File: config.mk
export PLATFORM = sky130hd
export DESIGN_NAME = vx_scan_pipe
export DESIGN_NICKNAME = d
export VERILOG_FILES = /design/src/rtl/vx_scan_pkg.sv /design/src/rtl/vx_scan_level.sv /design/src/rtl/vx_scan_pipe.sv
export SDC_FILE = /design/constraint.sdc
export NUM_CORES = 1
export LEC_CHECK = 0
export ABC_AREA = 1
export BUFFER_PORTS_ARGS = -buffer_cell sky130_fd_sc_hd__buf_2
export CAP_MARGIN = 10
export CORE_UTILIZATION = 54
export DETAILED_ROUTE_END_ITERATION = 10
export PLACE_DENSITY_LB_ADDON = 0.12
export SETUP_SLACK_MARGIN = 0.2
export SLEW_MARGIN = 10
export SYNTH_ARGS = -nofsm -noshare
export SYNTH_HDL_FRONTEND = slang
export SYNTH_SLANG_ARGS = --single-unit
File: constraint.sdc
create_clock -name clk -period 1.5 [get_ports clk]
set_input_delay 0.15 -clock clk [delete_from_list [all_inputs] [get_ports clk]]
set_output_delay 0.15 -clock clk [all_outputs]
set_load 0.02 [all_outputs]
File: src/rtl/vx_scan_pkg.sv
// vx_scan_pkg: shared definitions for the scan pipeline.
//   SCAN_OP_W   - width of the per-beat operator field
//   scan_op_e   - operator encodings (XOR, AND, OR, COPY)
//   scan_fill() - bit shifted in at the low end of a shift-combine level
package vx_scan_pkg;

    localparam int unsigned SCAN_OP_W = 2;

    typedef enum logic [SCAN_OP_W-1:0] {
        SCAN_OP_XOR  = 2'd0,
        SCAN_OP_AND  = 2'd1,
        SCAN_OP_OR   = 2'd2,
        SCAN_OP_COPY = 2'd3
    } scan_op_e;

    // Identity element of the operator, so the fill never changes a result bit.
    function automatic logic scan_fill(input logic [SCAN_OP_W-1:0] op);
        return op == SCAN_OP_AND;
    endfunction

endpackage

File: src/rtl/vx_scan_level.sv
// vx_scan_level: one Kogge-Stone shift-combine level (purely combinational).
//   N      - data width
//   SHIFT  - distance to the combined partner bit (must be < N)
//   data   - input partial scan (LO->HI order)
//   op     - operator; COPY passes data through untouched
//   result - data[i] op data[i-SHIFT], low SHIFT bits combined with the fill
module vx_scan_level
    import vx_scan_pkg::*;
#(
    parameter int unsigned N     = 8,
    parameter int unsigned SHIFT = 1
) (
    input  logic [N-1:0]         data,
    input  logic [SCAN_OP_W-1:0] op,
    output logic [N-1:0]         result
);

    logic [N-1:0] shifted;

    // Shift towards HI, filling the vacated low bits with the identity value.
    always_comb begin
        shifted = {data[N-SHIFT-1:0], {SHIFT{scan_fill(op)}}};
        case (op)
            SCAN_OP_XOR: result = data ^ shifted;
            SCAN_OP_AND: result = data & shifted;
            SCAN_OP_OR:  result = data | shifted;
            default:     result = data;
        endcase
    end

endmodule

File: src/rtl/vx_scan_pipe.sv
// vx_scan_pipe: pipelined inclusive bit-scan (XOR/AND/OR/COPY) with a
// valid/ready handshake on both sides.
//   clk, reset_n                     - clock, async active-low reset
//   valid_in/ready_in                - input handshake (ready_in = global enable)
//   data_in, op_in, rev_in, tag_in   - beat payload; rev_in=1 scans HI->LO
//   valid_out/ready_out              - output handshake
//   data_out, tag_out                - scan result and the beat's own tag
//   perf_stalls                      - present only with VX_SCAN_PERF_EN:
//                                      saturating count of back-pressured cycles
// HI->LO scans are done by reversing the bits, scanning LO->HI and reversing back.
module vx_scan_pipe
    import vx_scan_pkg::*;
#(
    parameter int unsigned N              = 8,
    parameter int unsigned LVLS_PER_STAGE = 1,
    parameter int unsigned TAG_W          = 1
) (
    input  logic                 clk,
    input  logic                 reset_n,
    input  logic                 valid_in,
    output logic                 ready_in,
    input  logic [N-1:0]         data_in,
    input  logic [SCAN_OP_W-1:0] op_in,
    input  logic                 rev_in,
    input  logic [TAG_W-1:0]     tag_in,
    output logic                 valid_out,
    input  logic                 ready_out,
    output logic [N-1:0]         data_out,
    output logic [TAG_W-1:0]     tag_out
`ifdef VX_SCAN_PERF_EN
    ,
    output logic [31:0]          perf_stalls
`endif
);

    localparam int unsigned LOGN = $clog2(N);
    localparam int unsigned S    = (LOGN == 0) ? 1 : (LOGN + LVLS_PER_STAGE - 1) / LVLS_PER_STAGE;
    localparam int unsigned SP   = (S > 1) ? S - 1 : 1;

    logic                 en;
    logic [N-1:0]         data_in_ord;
    logic [N-1:0]         stg_in  [S];
    logic [SCAN_OP_W-1:0] stg_op  [S];
    logic [N-1:0]         stg_res [S];

    // Inter-stage registers; the last stage feeds the output register directly.
    logic [N-1:0]         pipe_data  [SP];
    logic [SCAN_OP_W-1:0] pipe_op    [SP];
    logic                 pipe_rev   [SP];
    logic [TAG_W-1:0]     pipe_tag   [SP];
    logic                 pipe_valid [SP];

    logic                 last_valid;
    logic                 last_rev;
    logic [TAG_W-1:0]     last_tag;
    logic [N-1:0]         result_c;

    // Whole pipe moves together; only a held output blocks it.
    assign en       = !valid_out || ready_out;
    assign ready_in = en;

    // Put the input into LO->HI scan order.
    always_comb begin
        data_in_ord = data_in;
        if (rev_in) begin
            for (int i = 0; i < N; i++) begin
                data_in_ord[i] = data_in[N-1-i];
            end
        end
    end

    // Stage inputs: stage 0 from the ports, later stages from their registers.
    for (genvar s = 0; s < S; s++) begin : g_stg_in
        if (s == 0) begin : g_head
            assign stg_in[s] = data_in_ord;
            assign stg_op[s] = op_in;
        end else begin : g_tail
            assign stg_in[s] = pipe_data[s-1];
            assign stg_op[s] = pipe_op[s-1];
        end
    end

    // Shift-combine levels, LVLS_PER_STAGE per stage, shift doubling each level.
    if (LOGN == 0) begin : g_nolvl
        assign stg_res[0] = stg_in[0];
    end else begin : g_lvl
        logic [N-1:0] lvl_in  [LOGN];
        logic [N-1:0] lvl_out [LOGN];

        for (genvar k = 0; k < LOGN; k++) begin : g_k
            localparam int unsigned ST = k / LVLS_PER_STAGE;

            if (k % LVLS_PER_STAGE == 0) begin : g_first
                assign lvl_in[k] = stg_in[ST];
            end else begin : g_chain
                assign lvl_in[k] = lvl_out[k-1];
            end

            vx_scan_level #(
                .N     (N),
                .SHIFT (1 << k)
            ) u_level (
                .data   (lvl_in[k]),
                .op     (stg_op[ST]),
                .result (lvl_out[k])
            );

            if ((k % LVLS_PER_STAGE == LVLS_PER_STAGE - 1) || (k == LOGN - 1)) begin : g_end
                assign stg_res[ST] = lvl_out[k];
            end
        end
    end

    // Stage valid bits are the only internal state needing reset.
    always_ff @(posedge clk or negedge reset_n) begin
        if (!reset_n) begin
            for (int i = 0; i < SP; i++) begin
                pipe_valid[i] <= 1'b0;
            end
        end else if (en) begin
            pipe_valid[0] <= valid_in;
            for (int i = 1; i < SP; i++) begin
                pipe_valid[i] <= pipe_valid[i-1];
            end
        end
    end

    // Per-beat payload and controls travel alongside the valid bits.
    always_ff @(posedge clk) begin
        if (en) begin
            pipe_rev[0] <= rev_in;
            pipe_tag[0] <= tag_in;
            for (int i = 1; i < SP; i++) begin
                pipe_rev[i] <= pipe_rev[i-1];
                pipe_tag[i] <= pipe_tag[i-1];
            end
            for (int i = 0; i < SP; i++) begin
                pipe_data[i] <= stg_res[i];
                pipe_op[i]   <= stg_op[i];
            end
        end
    end

    if (S == 1) begin : g_last_port
        assign last_valid = valid_in;
        assign last_rev   = rev_in;
        assign last_tag   = tag_in;
    end else begin : g_last_pipe
        assign last_valid = pipe_valid[S-2];
        assign last_rev   = pipe_rev[S-2];
        assign last_tag   = pipe_tag[S-2];
    end

    // Undo the input reversal for HI->LO beats.
    always_comb begin
        result_c = stg_res[S-1];
        if (last_rev) begin
            for (int i = 0; i < N; i++) begin
                result_c[i] = stg_res[S-1][N-1-i];
            end
        end
    end

    // Output register.
    always_ff @(posedge clk or negedge reset_n) begin
        if (!reset_n) begin
            valid_out <= 1'b0;
            data_out  <= '0;
            tag_out   <= '0;
        end else if (en) begin
            valid_out <= last_valid;
            data_out  <= result_c;
            tag_out   <= last_tag;
        end
    end

`ifdef VX_SCAN_PERF_EN
    // Back-pressure cycle counter, saturating.
    always_ff @(posedge clk or negedge reset_n) begin
        if (!reset_n) begin
            perf_stalls <= '0;
        end else if (valid_out && !ready_out && (perf_stalls != '1)) begin
            perf_stalls <= perf_stalls + 32'd1;
        end
    end
`endif

endmodule
### Yosys cells after proc, flatten, opt, wreduce, memory -nomap -nowiden

Memories as Yosys holds them, arrays and structs flattened. A register that Yosys moved wholly into a read port is not among the register bits.
Index checks and enable logic that the tools add are counted.

* register bits: 11
* bits in writable memories: 24
* input port bits: 16
* output and inout bits: 11
* logic and storage cells: 36
* memories kept: 4

* equality and inequality tests: 6
* mux-type cells: 7
* bitwise gates (word level): 9
* reduce and logical (&&, ||, !) cells: 6

Memories
* pipe_data: words 2, width 8, read ports 2, clocked after Yosys merged registers in 0, write ports 2, line vx_scan_pipe.sv:47 `logic [N-1:0] pipe_data [SP];`
* pipe_op: words 2, width 2, read ports 2, clocked after Yosys merged registers in 0, write ports 2, line vx_scan_pipe.sv:48 `logic [SCAN_OP_W-1:0] pipe_op [SP];`
* pipe_rev: words 2, width 1, read ports 2, clocked after Yosys merged registers in 0, write ports 2, line vx_scan_pipe.sv:49 `logic pipe_rev [SP];`
* pipe_tag: words 2, width 1, read ports 2, clocked after Yosys merged registers in 1, write ports 2, line vx_scan_pipe.sv:50 `logic [TAG_W-1:0] pipe_tag [SP];`

Operators with widths (number)
* case mux 8 bit (3 select lines): 3
* AND 8 bit: 3
* bitwise OR 8 bit: 3
* bitwise XOR 8 bit: 3
* 2-to-1 mux 8 bit: 2
* equality test 2 x 1 -> 1 bit, second input constant: 3
* equality test 2 bit, second input constant: 3
* logical NOT 2 bit: 3
* logical NOT 1 bit: 2
* 2-to-1 mux 1 bit: 2
* logical OR 1 bit: 1

### Longest topological paths before layout

* word-level depth: 4
* gate-level depth with buffers: 10
* gate-level depth less buffers: 9

### Hierarchy

From an unflattened synthesis, not the netlist that was laid out.

* cell total of the unflattened synthesis: 347
* area, all modules: 2736.4 um^2

By module, submodules not included
* vx_scan_pipe: times used 1, cells an instance 121, area an instance 1393.8 um^2, sequential area each 1021.0 um^2
* vx_scan_level at g_lvl.g_k[0].u_level: times used 1, cells an instance 82, area an instance 481.7 um^2, sequential area each 0.0 um^2
* vx_scan_level at g_lvl.g_k[1].u_level: times used 1, cells an instance 75, area an instance 462.9 um^2, sequential area each 0.0 um^2
* vx_scan_level at g_lvl.g_k[2].u_level: times used 1, cells an instance 69, area an instance 397.9 um^2, sequential area each 0.0 um^2

### Worst setup path after synthesis

Ideal clock, no wire load.

* path kind: flip-flop to flip-flop
* start point: register valid_out
* end point: memory pipe_data[0][0], enable pin
* setup time: 0.388 ns
* arrival time: 1.271 ns
* required time: 1.112 ns
* slack: -0.159 ns
* cell stages (with the launch flop): 4
* buffers on the path: 0
* clock period less this slack: 1.659 ns
* cell sequence: dfrtp_1 inv_1 nor2_2 inv_1

RTL lines
* start: declaration: line vx_scan_pipe.sv:26 `output logic valid_out,`
* start signal: assignment: line vx_scan_pipe.sv:171 `valid_out <= last_valid;`
* end: declaration: line vx_scan_pipe.sv:47

==> flow_summary.yaml <==
status:
  status: "finished clean"
yosys:
  synth_top_family_by_area: "adder cells"
  synth_xor_area_share_pct: 0
  synth-seq-area-share_pct: 38.0
  syn_avg_cell_area_sq_um: 8.21
  synth_top_area_share_pct: 26.8
  yosys_warnings: 0
  synth-adder-area-share_pct: 20.5
  synth-compound-area-share_pct: 11.3
  async_flop_share_pct: 33.3
  yosys.area.top_type: "edfxtp_1"
  yosysUniqueCellTypes: 21
  synthCells: 327
  synth_area_leaders: "edfxtp_1, ha_1, nand2_1, dfrtp_1, inv_1"
  synth-main-ff-cell: "edfxtp_1"
  synth_simple_gate_area_share_pct: 20.5
  synth-seq-cells: 36
  syn_nets: 387
  synth.area.mux_share_pct: 0
  synth_area_sq_um: 2690
  synth_edf_count: 24
timing:
  max_clock_freq_ghz: 0.715
  drv_slew: 0
  final-setup-viol-count: 0
  worst_pin_slew_ns: 0.344
  slew_headroom_pct: 77.0
  hold_viol_final: 0
  min_period_ns: 1.40
  final.setup.tns_ns: 0
  period_share_pct: 93.2
  rsz0062_at_grt: "true"
  finClkSkew_ns: 0.0102
power_and_ir_drop:
  power.density_nw_per_um2: 1400
  power_mw: 4.82
  ir_worst_vdd_mv: 0.643
  power_leakage_nw: 1.71
floorplanning:
  die_width_microns: 72.5
  num_rows: 25
  die_y_microns: 72.5
  coreArea_sq_um: 4750
  die_area_sq_um: 5260
  ios: 27
  initial_utilization_pct: 56.5
setup_path:
  worstSetupPathType: "flip-flop to flip-flop"
  cp_slowest_cell: "edfxtp_1"
  crit_required_ns: 1.53
  worstPathArrival_ns: 1.43
  cpPeakStageDelay_ns: 0.47
  start_kind: "flip-flop"
  crit_fanout: 5
  path_buf_inv: 2
  end_kind: "flip-flop"
  crit_family: "flip-flops"
  crit_top_cell: "o21ai_1"
  path_cells: "nand2_4 -> inv_6 -> buf_12 -> nand2_2 -> o21ai_1 -> a21oi_1 -> o21ai_1"
cts:
  clock_latency_ns: 0.29
  cts_tree: "built"
  clkSinkCount: 36
  clk_path_buf_depth: 2
  clk_pin_slew_ns: 0.08
  cts-buffers-inserted: 5
  cts.htree.levels: 2
  ctsRootBufferMaster: "clkbuf_8"
routing:
  drt_iter0_drc: 89
  wl_per_cell_microns: 11.9
  drt_wl_total_microns: 5260
  drt-vias-per-instance: 4.89
  firstDrtPassIters: 4
  drcViolationCount: 0
  drtAntennaViolNets: 0
  vias: 2169
placed_design:
  dpl_cell_area_sq_um: 3080
  gp_congestion: 0.758
  hpwl_microns: 3660
  numPortBuffers: 26
finish:
  final_common_cell: "nand2_1"
  final_cell_mix: "nand2_1, inv_1, ha_1, buf_2, edfxtp_1"
  drive_gt1_share_pct: 28.4
  area_delta_synth_final_pct: 28.0
  stdcell_area_sq_um: 3440
  final_nets: 436
  num_antenna_cells: 0
global_routing:
  grt_max_degree: 19
  grt_overflow: 0
  grt_pass1_vias: 2052
  grt_pass1_wl_microns: 8810
  antenna_found_initial: 0
  grt.total_usage_pct: 21.8
job:
  maxCapViolations: 0
worst_hold_path:
  hold_path_class: "input port to flip-flop"
## worst paths after layout
check / start / to / slack [ns] / cells past startpoint
setup / recovery: pipe_op[0][0]$_DFFE_PP_ / pipe_data[0][14]$_DFFE_PP_ / 0.10 / 7
hold / removal: tag_in / pipe_tag[0]$_DFFE_PP_ / 0.03 / 1
setup reg to reg: pipe_op[0][0]$_DFFE_PP_ / pipe_data[0][14]$_DFFE_PP_ / 0.10 / 7
hold reg to reg: pipe_tag[0]$_DFFE_PP_ / pipe_tag[1]$_DFFE_PP_ / 0.44 / 0
max in group asynchronous: reset_n / valid_out$_DFFE_PN0P_ / 1.01 / 2
min in group asynchronous: reset_n / tag_out$_DFFE_PN0P_ / 0.26 / 2
## flip-flops by register name (all words and copies together), names as in the netlist
name,cells
pipe_data,16
data_out,8
pipe_op,4
pipe_rev,2
pipe_tag,2
last_valid,1
pipe_valid,1
tag_out,1
valid_out,1
## kinds of logic after synthesis
logic type,count (synthesis)
and+or+nand+nor,133
AOI/OAI and AO/OA,57
buffers and inverters,57
adders and majority gates,44
DFF,36
## layer usage
layer	up-vias	global-route usage, %	share of wire (%)
met5	-	0	0
met2	32	41.0	53
li1	1153	-	-
met1	976	23.5	43
met3	8	4.31	2.1
met4	0	9.15	1.7
## cell type report
class | count | area, sq um
multi-input cells | 234 | 1660
fillers | 385 | 1320
repair buffers | 48 | 358
clock inverters | 2 | 35.0
well taps | 67 | 83.8
flip-flops and latches | 36 | 1020
inverters | 51 | 205
clock buffers | 6 | 72.6
## cell usage after synthesis (2+ instances only)
cell type   n
a21oi_1    13
buf_6       4
dfrtp_1    12
edfxtp_1   24
ha_1       44
inv_1      50
nand2_1    91
nand3_1    10
nand3b_1    4
nor2_1     21
nor2_2      4
o211ai_2    2
o21ai_0    32
o21ai_1     9
## power breakdown
| group | switching (mW) | internal, mW |
|---|---|---|
| Combinational | 1.35 | 0.933 |
| Sequential | 0.226 | 1.47 |
| Clock | 0.347 | 0.493 |
| Total | 1.92 | 2.89 |
## repair_timing
| action | in CTS | in global routing |
|---|---|---|
| pin swaps | 17 | 10 |
| setup buffers | 7 | 2 |
| hold buffers | 1 | 0 |
| setup endpoints to repair | 17 | 37 |
| gates cloned | 1 | 0 |
| resized for setup | 34 | 18 |
| hold endpoints to repair | 12 | 0 |
## per-stage QoR
step	std cells	hold slack (ns)	setup slack [ns]	utilization, %
after floorplan	327	-0.146	-0.0873	-
after global placement	426	0.0395	-0.00495	64.7
after detailed placement	426	0.0498	-0.0738	64.7
after CTS	443	0.0238	0.107	71.5
after global routing	444	0.0200	0.00352	72.3
final	444	0.0285	0.102	72.3
Note: power is estimated with default switching activity, not from simulation.
